[src/rtl/seq_pattern_det_pkg.sv]
// Shared types and helpers for the serial pattern detector.
// The package holds:
//   - state_t      detector state: FILL (collecting history) or ARMED (testing every bit)
//   - fill_cnt_w() width of the fill counter for a given pattern length
//   - masked_eq()  compare with don't-care bits; an all-ones mask gives an exact compare
package seq_pattern_det_pkg;

    typedef enum logic {
        FILL  = 1'b0,
        ARMED = 1'b1
    } state_t;

    // Widest pattern supported. The compare helper works at this width, and
    // narrower operands are zero-extended by the caller.
    localparam int PAT_W_MAX = 32;

    // The fill counter has to hold the values 0..PAT_W.
    function automatic int fill_cnt_w(input int pat_w);
        return $clog2(pat_w + 1);
    endfunction

    function automatic logic masked_eq(input logic [PAT_W_MAX-1:0] sr,
                                       input logic [PAT_W_MAX-1:0] pat,
                                       input logic [PAT_W_MAX-1:0] mask);
        return ((sr ^ pat) & mask) == '0;
    endfunction

endpackage

[src/rtl/seq_pattern_det_if.sv]
// Bus interface for seq_pattern_det.
// The master side drives the serial stream and the controls:
//   - in_valid, in  : qualified serial input bit
//   - pat_load      : one-cycle strobe that loads pat_in
//   - pat_in        : new pattern, MSB is the first bit received
//   - cnt_clr       : clears the match counter
// The slave side returns:
//   - match         : one-cycle pulse per detection
//   - armed         : PAT_W bits have been accepted since the last restart
//   - match_cnt     : saturating match count
// When SEQ_PATTERN_DET_MASK_EN is defined, the interface also carries
// pat_mask_in, which pat_load loads together with pat_in.
interface seq_pattern_det_if #(
    parameter int PAT_W = 3,
    parameter int CNT_W = 8
);
    logic             in_valid;
    logic             in;
    logic             pat_load;
    logic [PAT_W-1:0] pat_in;
`ifdef SEQ_PATTERN_DET_MASK_EN
    logic [PAT_W-1:0] pat_mask_in;
`endif
    logic             cnt_clr;
    logic             match;
    logic             armed;
    logic [CNT_W-1:0] match_cnt;

`ifdef SEQ_PATTERN_DET_MASK_EN
    modport master (output in_valid, in, pat_load, pat_in, pat_mask_in, cnt_clr,
                    input  match, armed, match_cnt);
    modport slave  (input  in_valid, in, pat_load, pat_in, pat_mask_in, cnt_clr,
                    output match, armed, match_cnt);
`else
    modport master (output in_valid, in, pat_load, pat_in, cnt_clr,
                    input  match, armed, match_cnt);
    modport slave  (input  in_valid, in, pat_load, pat_in, cnt_clr,
                    output match, armed, match_cnt);
`endif
endinterface

[src/rtl/seq_pattern_det_sat_counter.sv]
// Saturating up-counter with a clear input. It is also reused for the
// room-occupancy counters.
// Ports:
//   - clk, rst : clock and synchronous active-high reset
//   - inc      : count one event
//   - clr      : clear the count
//   - count    : current value; holds at 2^WIDTH-1 and never wraps
// When clr and inc are both high on the same edge, the count becomes 1, so
// the coincident event is not lost.
module sat_counter #(
    parameter int WIDTH = 8
) (
    input  logic             clk,
    input  logic             rst,
    input  logic             inc,
    input  logic             clr,
    output logic [WIDTH-1:0] count
);

    localparam logic [WIDTH-1:0] MAX = '1;

    always_ff @(posedge clk) begin
        if (rst) begin
            count <= '0;
        end else if (clr) begin
            count <= inc ? WIDTH'(1) : '0;
        end else if (inc && count != MAX) begin
            count <= count + WIDTH'(1);
        end
    end

endmodule

[src/rtl/seq_pattern_det.sv]
// Serial pattern detector for the Smart Room sound/event front end.
// It compares a qualified 1-bit stream against a PAT_W-bit pattern that can be
// loaded at runtime. Detection can be overlapping or non-overlapping
// (OVERLAP), and a saturating counter tracks the number of matches.
// Ports:
//   - clk, rst : clock and synchronous active-high reset
//   - bus      : seq_pattern_det_if.slave
//                (in_valid/in stream, pat_load/pat_in, cnt_clr,
//                 match/armed/match_cnt outputs)
// Optional feature: define SEQ_PATTERN_DET_MASK_EN to add a per-bit
// don't-care mask. The mask is loaded from bus.pat_mask_in and resets to all
// ones.
module seq_pattern_det
    import seq_pattern_det_pkg::*;
#(
    parameter int               PAT_W   = 3,
    parameter int               CNT_W   = 8,
    parameter int               OVERLAP = 1,
    parameter logic [PAT_W-1:0] RST_PAT = PAT_W'(3'b101)
) (
    input  logic              clk,
    input  logic              rst,
    seq_pattern_det_if.slave  bus
);

    localparam int FILL_W = fill_cnt_w(PAT_W);

    logic [PAT_W-1:0]  pat_q;
    logic [PAT_W-1:0]  sr_q;
    logic [PAT_W-1:0]  sr_next;
    logic [FILL_W-1:0] fill_q;
    state_t            state_q;
    logic              match_q;
    logic              armed_q;
    logic              accept;
    logic              complete;
    logic              hit;
`ifdef SEQ_PATTERN_DET_MASK_EN
    logic [PAT_W-1:0]  mask_q;
`endif

    // The oldest bit leaves at the MSB. The cast drops it instead of slicing,
    // so the whole register stays in use.
    assign sr_next = PAT_W'({sr_q, bus.in});

    always_comb begin
        accept   = bus.in_valid && !bus.pat_load;
        // This accept either completes the first PAT_W bits or is made while already armed.
        complete = (state_q == ARMED) || (fill_q == FILL_W'(PAT_W - 1));
`ifdef SEQ_PATTERN_DET_MASK_EN
        hit = accept && complete &&
              masked_eq(PAT_W_MAX'(sr_next), PAT_W_MAX'(pat_q), PAT_W_MAX'(mask_q));
`else
        hit = accept && complete &&
              masked_eq(PAT_W_MAX'(sr_next), PAT_W_MAX'(pat_q), '1);
`endif
    end

    always_ff @(posedge clk) begin
        if (rst) begin
            pat_q   <= RST_PAT;
            sr_q    <= '0;
            fill_q  <= '0;
            state_q <= FILL;
            match_q <= 1'b0;
            armed_q <= 1'b0;
`ifdef SEQ_PATTERN_DET_MASK_EN
            mask_q  <= '1;
`endif
        end else if (bus.pat_load) begin
            // A new pattern restarts detection. Any bit arriving in the same cycle is dropped.
            pat_q   <= bus.pat_in;
            sr_q    <= '0;
            fill_q  <= '0;
            state_q <= FILL;
            match_q <= 1'b0;
            armed_q <= 1'b0;
`ifdef SEQ_PATTERN_DET_MASK_EN
            mask_q  <= bus.pat_mask_in;
`endif
        end else if (bus.in_valid) begin
            sr_q    <= sr_next;
            match_q <= hit;
            if (hit && OVERLAP == 0) begin
                // Non-overlapping: the next match needs PAT_W fresh bits.
                fill_q  <= '0;
                state_q <= FILL;
                armed_q <= 1'b0;
            end else if (complete) begin
                fill_q  <= FILL_W'(PAT_W);
                state_q <= ARMED;
                armed_q <= 1'b1;
            end else begin
                fill_q  <= fill_q + FILL_W'(1);
            end
        end else begin
            match_q <= 1'b0;
        end
    end

    assign bus.match = match_q;
    assign bus.armed = armed_q;

    sat_counter #(
        .WIDTH (CNT_W)
    ) u_cnt (
        .clk   (clk),
        .rst   (rst),
        .inc   (hit),
        .clr   (bus.cnt_clr),
        .count (bus.match_cnt)
    );

endmodule

[src/flat_wrapper.sv]
// flat-port wrapper written by rule: the top's interface ports become plain ports
module seq_pattern_det_flat import seq_pattern_det_pkg::*;
#(
    parameter int               PAT_W   = 3,
    parameter int               CNT_W   = 8,
    parameter int               OVERLAP = 1,
    parameter logic [PAT_W-1:0] RST_PAT = PAT_W'(3'b101)
)
  (clk, rst, bus_in_valid, bus_in, bus_pat_load, bus_pat_in, bus_cnt_clr, bus_match, bus_armed, bus_match_cnt);
  seq_pattern_det_if #(.PAT_W(PAT_W), .CNT_W(CNT_W)) bus_i ();
  input  logic clk;
  input  logic rst;
  input wire logic [$bits(bus_i.in_valid)-1:0] bus_in_valid;
  input wire logic [$bits(bus_i.in)-1:0] bus_in;
  input wire logic [$bits(bus_i.pat_load)-1:0] bus_pat_load;
  input wire logic [$bits(bus_i.pat_in)-1:0] bus_pat_in;
  input wire logic [$bits(bus_i.cnt_clr)-1:0] bus_cnt_clr;
  output wire logic [$bits(bus_i.match)-1:0] bus_match;
  output wire logic [$bits(bus_i.armed)-1:0] bus_armed;
  output wire logic [$bits(bus_i.match_cnt)-1:0] bus_match_cnt;
  assign bus_i.in_valid = bus_in_valid;
  assign bus_i.in = bus_in;
  assign bus_i.pat_load = bus_pat_load;
  assign bus_i.pat_in = bus_pat_in;
  assign bus_i.cnt_clr = bus_cnt_clr;
  assign bus_match = bus_i.match;
  assign bus_armed = bus_i.armed;
  assign bus_match_cnt = bus_i.match_cnt;
  seq_pattern_det #(.PAT_W(PAT_W), .CNT_W(CNT_W), .OVERLAP(OVERLAP), .RST_PAT(RST_PAT)) u_core (.clk(clk), .rst(rst), .bus(bus_i));
endmodule
[config.mk]
export PLATFORM = sky130hd
export DESIGN_NAME = seq_pattern_det_flat
export DESIGN_NICKNAME = d
export VERILOG_FILES = /design/src/rtl/seq_pattern_det_pkg.sv /design/src/rtl/seq_pattern_det_if.sv /design/src/rtl/seq_pattern_det_sat_counter.sv /design/src/rtl/seq_pattern_det.sv /design/src/flat_wrapper.sv
export SDC_FILE = /design/constraint.sdc
export NUM_CORES = 1
export LEC_CHECK = 0
export CORE_MARGIN = 5
export CORE_UTILIZATION = 51
export CTS_CLUSTER_DIAMETER = 120
export DETAILED_ROUTE_END_ITERATION = 7
export PLACE_DENSITY_LB_ADDON = 0.3
export SYNTH_ARGS = -nofsm -noshare
export SYNTH_HDL_FRONTEND = slang
export SYNTH_SLANG_ARGS = --single-unit
[constraint.sdc]
create_clock -name clk -period 2.85 [get_ports clk]
set_clock_uncertainty 0.15 [all_clocks]
set_input_delay 0.57 -clock clk [delete_from_list [all_inputs] [get_ports clk]]
set_output_delay 0.57 -clock clk [all_outputs]
set_load 0.01 [all_outputs]
==> summary by stage <==
Finish
The repair_antennas step left the layout with diodes totalling 0. The area growth from synthesis to layout is 25.74%. The total of fill cells in the finished design is 140.

The most frequent standard cell in the layout excluding fill and tap cells is clkdlybuf4s50_1. The count of cells in the finished layout, fillers not included, comes to 131. In the final design database the tool counted 127 nets. The share of final-layout standard cells stronger than drive strength 1 is 10.43%. In the layout the commonest cells are clkdlybuf4s50_1, dfxtp_1, nor2_1, nand2_1.

Die
19 I/O pins were placed. The region available for standard cell placement spans 1541 um^2. The die outline height is 50.73 um. The die covers 2573 um^2. The standard-cell row count is 14. The effective utilization at floorplan is 54.87%. The die width is 50.73 um.

Setup path
The critical path start-end classification is in2reg. The slowest cell on the critical path is clkdlybuf4s50_1. Along the worst path, the maximum fanout reaches 9. The largest stage delay on the critical path is 0.63 ns. The worst path required time is 2.92 ns.

On the critical path the largest part of the delay comes from simple AND/OR/NAND/NOR gates. The category of the worst setup path capture point is a flip-flop. Traced cell by cell, the critical path runs through clkdlybuf4s50_1 -> nor4b_4 -> and3_2 -> mux2i_1. The data arrival time of the worst path is 2.16 ns. STA classifies the critical path startpoint as an input pin. The number of buffer and inverter instances along the worst setup path is 1.

Timing
The final critical-path required period is 2.083 ns. The setup-violating endpoint count in the final report is 0. Static timing analysis puts the maximum clock frequency at 480.0 MHz. In this run the tightest slew margin relative to its limit is 64.12%. Setup repair after global routing left no endpoint under its margin.

The count of final max-slew check failures came to 0. The transition time of the tightest slew-check pin is 0.5362 ns. The final count of hold timing violations is 0.

The worst hold margin is 0.3349 ns. Dividing the final minimum period by the clock period gives 73.09%. The accumulated negative setup slack is 0 ns.

Outcome
The flow ran to the end, and the final reports show no timing, DRC or antenna violations.

Detailed routing
After detailed routing, the average wire length per cell comes to 14.69 um. The first TritonRoute pass finished after 4 iterations. After detailed routing, the number of vias per cell comes to 6.000. The detailed-route DRC error count is 0.

The number of nets with antenna violations after detailed routing is 0. The wire length after detailed routing is 1924 um. The starting DRC count in detailed routing is 36. The total number of vias is 786.

Logic synthesis
The count of mapped cells out of synthesis is 95. The mean post-synth cell area is 8.903 um^2. The cell area after technology mapping is 845.8 um^2. The net count of the mapped netlist is 106.

The sequential fraction of the synthesis area is 40.24%. The post-synthesis cell type count is 30. The Yosys warning count is 0.

The flip-flop and latch count after synthesis is 17.

Clock network
Clock tree synthesis inserted a total of 3 buffers. The CTS clock-pin slew for the worst setup and hold paths is 0.10 ns. Clock tree synthesis found a total of 17 sinks. At the later pin of the worst-skew pair, clock insertion delay measures 0.29 ns. The quantity of hold-fixing buffers added after cts is 0. Buffers added to address setup during post-CTS repair amount to 0. TritonCTS built the clock tree. The tree is rooted in a clkbuf_4. The buffer levels on the longest clock path is 2. The count of H-tree levels built during CTS is 1. The total of cells resized after clock tree synthesis is 0.

Place
The half-perimeter wire length after placement is 1396 um. In this run, placement finished with an instance count of 127. The routability congestion estimate from global placement is 0.7820.

During placement, the flow inserted port buffers numbering 18.

GRT
The overall routing resource usage is 15.10%. The via count of the first global-routing pass is 706. The initial antenna violation count is 0. The global-route wire length before repair is 3063 um. The pin count of the biggest net entering global routing is 14.

The overflow left after global routing is 0.

Power
Of the total power, the share spent switching nets is 23.78%. The clock group share of total power is 30.8%. Power spread over the standard cell area amounts to 393.1 nW/um^2.

The combinational cell fraction of total power is 10.5%. For this design the static power due to leakage is 0.4082 nW. The register share of total power is 58.7%. Summed over all nets, the switching power comes to 99.40 uW.

The peak ir drop on the vdd network is 0.3165 mV. The cell-internal power is 318.6 uW. Overall power consumption after layout is estimated at 418.0 uW.

Worst hold path
In this run the worst hold path is classified as reg2reg.

Run
Max-cap violations in this run came to 0.
-- synthesized netlist by cell type (all sizes together) --
cell	instances	area [um^2]
nor4b	1	23.77
buf	2	12.51
nor2	10	37.54
nor3	3	15.01
a31oi	6	37.54
ha	2	25.02
nand3	3	15.01
and3	3	20.02
clkbuf	1	3.750
a21o	1	7.510
nand2	10	37.54
and2	1	7.510
a211o	2	17.52
nand4	2	12.51
dfxtp	17	340.3
or2	1	6.260
nor4	2	12.51
a21oi	3	15.01
o21ai	2	10.01
and4	1	8.760
mux2i	6	60.06
nor2b	2	12.51
xor2	3	26.28
o32ai	1	16.27
or3	2	12.51
inv	3	11.26
a211oi	2	15.01
a31o	3	26.28
-- worst register-to-register path: stages, from the launching register on --
cell     delay (ns)
dfxtp_1        0.37
ha_1           0.24
and3_1         0.23
nor4_1         0.35
a31oi_1        0.15
a31o_2         0.24
-- cell families (layout without fill, tap and decap cells) --
| logic type | after synthesis | in the layout | synth area share, % |
|---|---|---|---|
| buffers and inverters | 6 | 26 | 3.254 |
| multiplexers | 6 | 6 | 7.101 |
| XOR/XNOR | 3 | 3 | 3.107 |
| adder cells (fa/ha/maj) | 2 | 2 | 2.958 |
| flip-flops | 17 | 17 | 40.24 |
| AND/OR/NAND/NOR | 41 | 41 | 26.18 |
| AO/OA/AOI/OAI | 20 | 20 | 17.16 |
-- worst paths after layout --
path                              start               endpoint  slack (ns)  cells after the start
setup / recovery           bus_in_valid  u_core.u_cnt.count[1]        0.77                      4
hold reg to reg        u_core.fill_q[0]       u_core.fill_q[0]        0.33                      1
setup reg to reg  u_core.u_cnt.count[1]  u_core.u_cnt.count[7]        1.02                      5
hold / removal         u_core.fill_q[0]       u_core.fill_q[0]        0.33                      1
-- power by group through the flow --
stage	combinational, mW	sequential (mW)	clock (mW)
floorplan	0.0266	0.250	0
global route	0.0470	0.246	0.148
finish	0.0437	0.246	0.129
detailed placement	0.0435	0.251	0
CTS	0.0437	0.246	0.132
global placement	0.0423	0.251	0
-- area by class of cell --
| class | instances | area, um^2 | share of cell area [%] |
|---|---|---|---|
| well taps | 16 | 20.02 | 1.882 |
| inverters | 3 | 11.26 | 1.059 |
| multi-input cells | 72 | 478.0 | 44.94 |
| repair buffers | 19 | 187.7 | 17.65 |
| clock buffers | 4 | 26.28 | 2.471 |
| flip-flops and latches | 17 | 340.3 | 32.00 |
-- sequential cells by signal, indices dropped and copies added, names as in the netlist --
register	cells
u_core.pat_q	3
u_core.sr_q	2
u_core.u_cnt.count	8
u_core.fill_q	2
u_core.bus.match	1
u_core.bus.armed	1
-- metal layers --
metal,global-route usage (%),vias up,wire length (um)
met5,0,-,0
met4,6.809,0,29
met3,2.959,4,108
met2,24.17,26,904
met1,19.33,366,882
li1,-,390,-
-- through the flow --
step	setup WS, ns	area (um^2)	utilization, %
final	0.7669	1064	68.99
after global routing	0.6622	1064	68.99
after CTS	0.7951	1064	68.99
after detailed placement	0.5009	1037	67.29
after global placement	0.5149	1037	67.29
after floorplan	1.069	845.8	-
No activity file was read; power rests on OpenSTA's default activity.
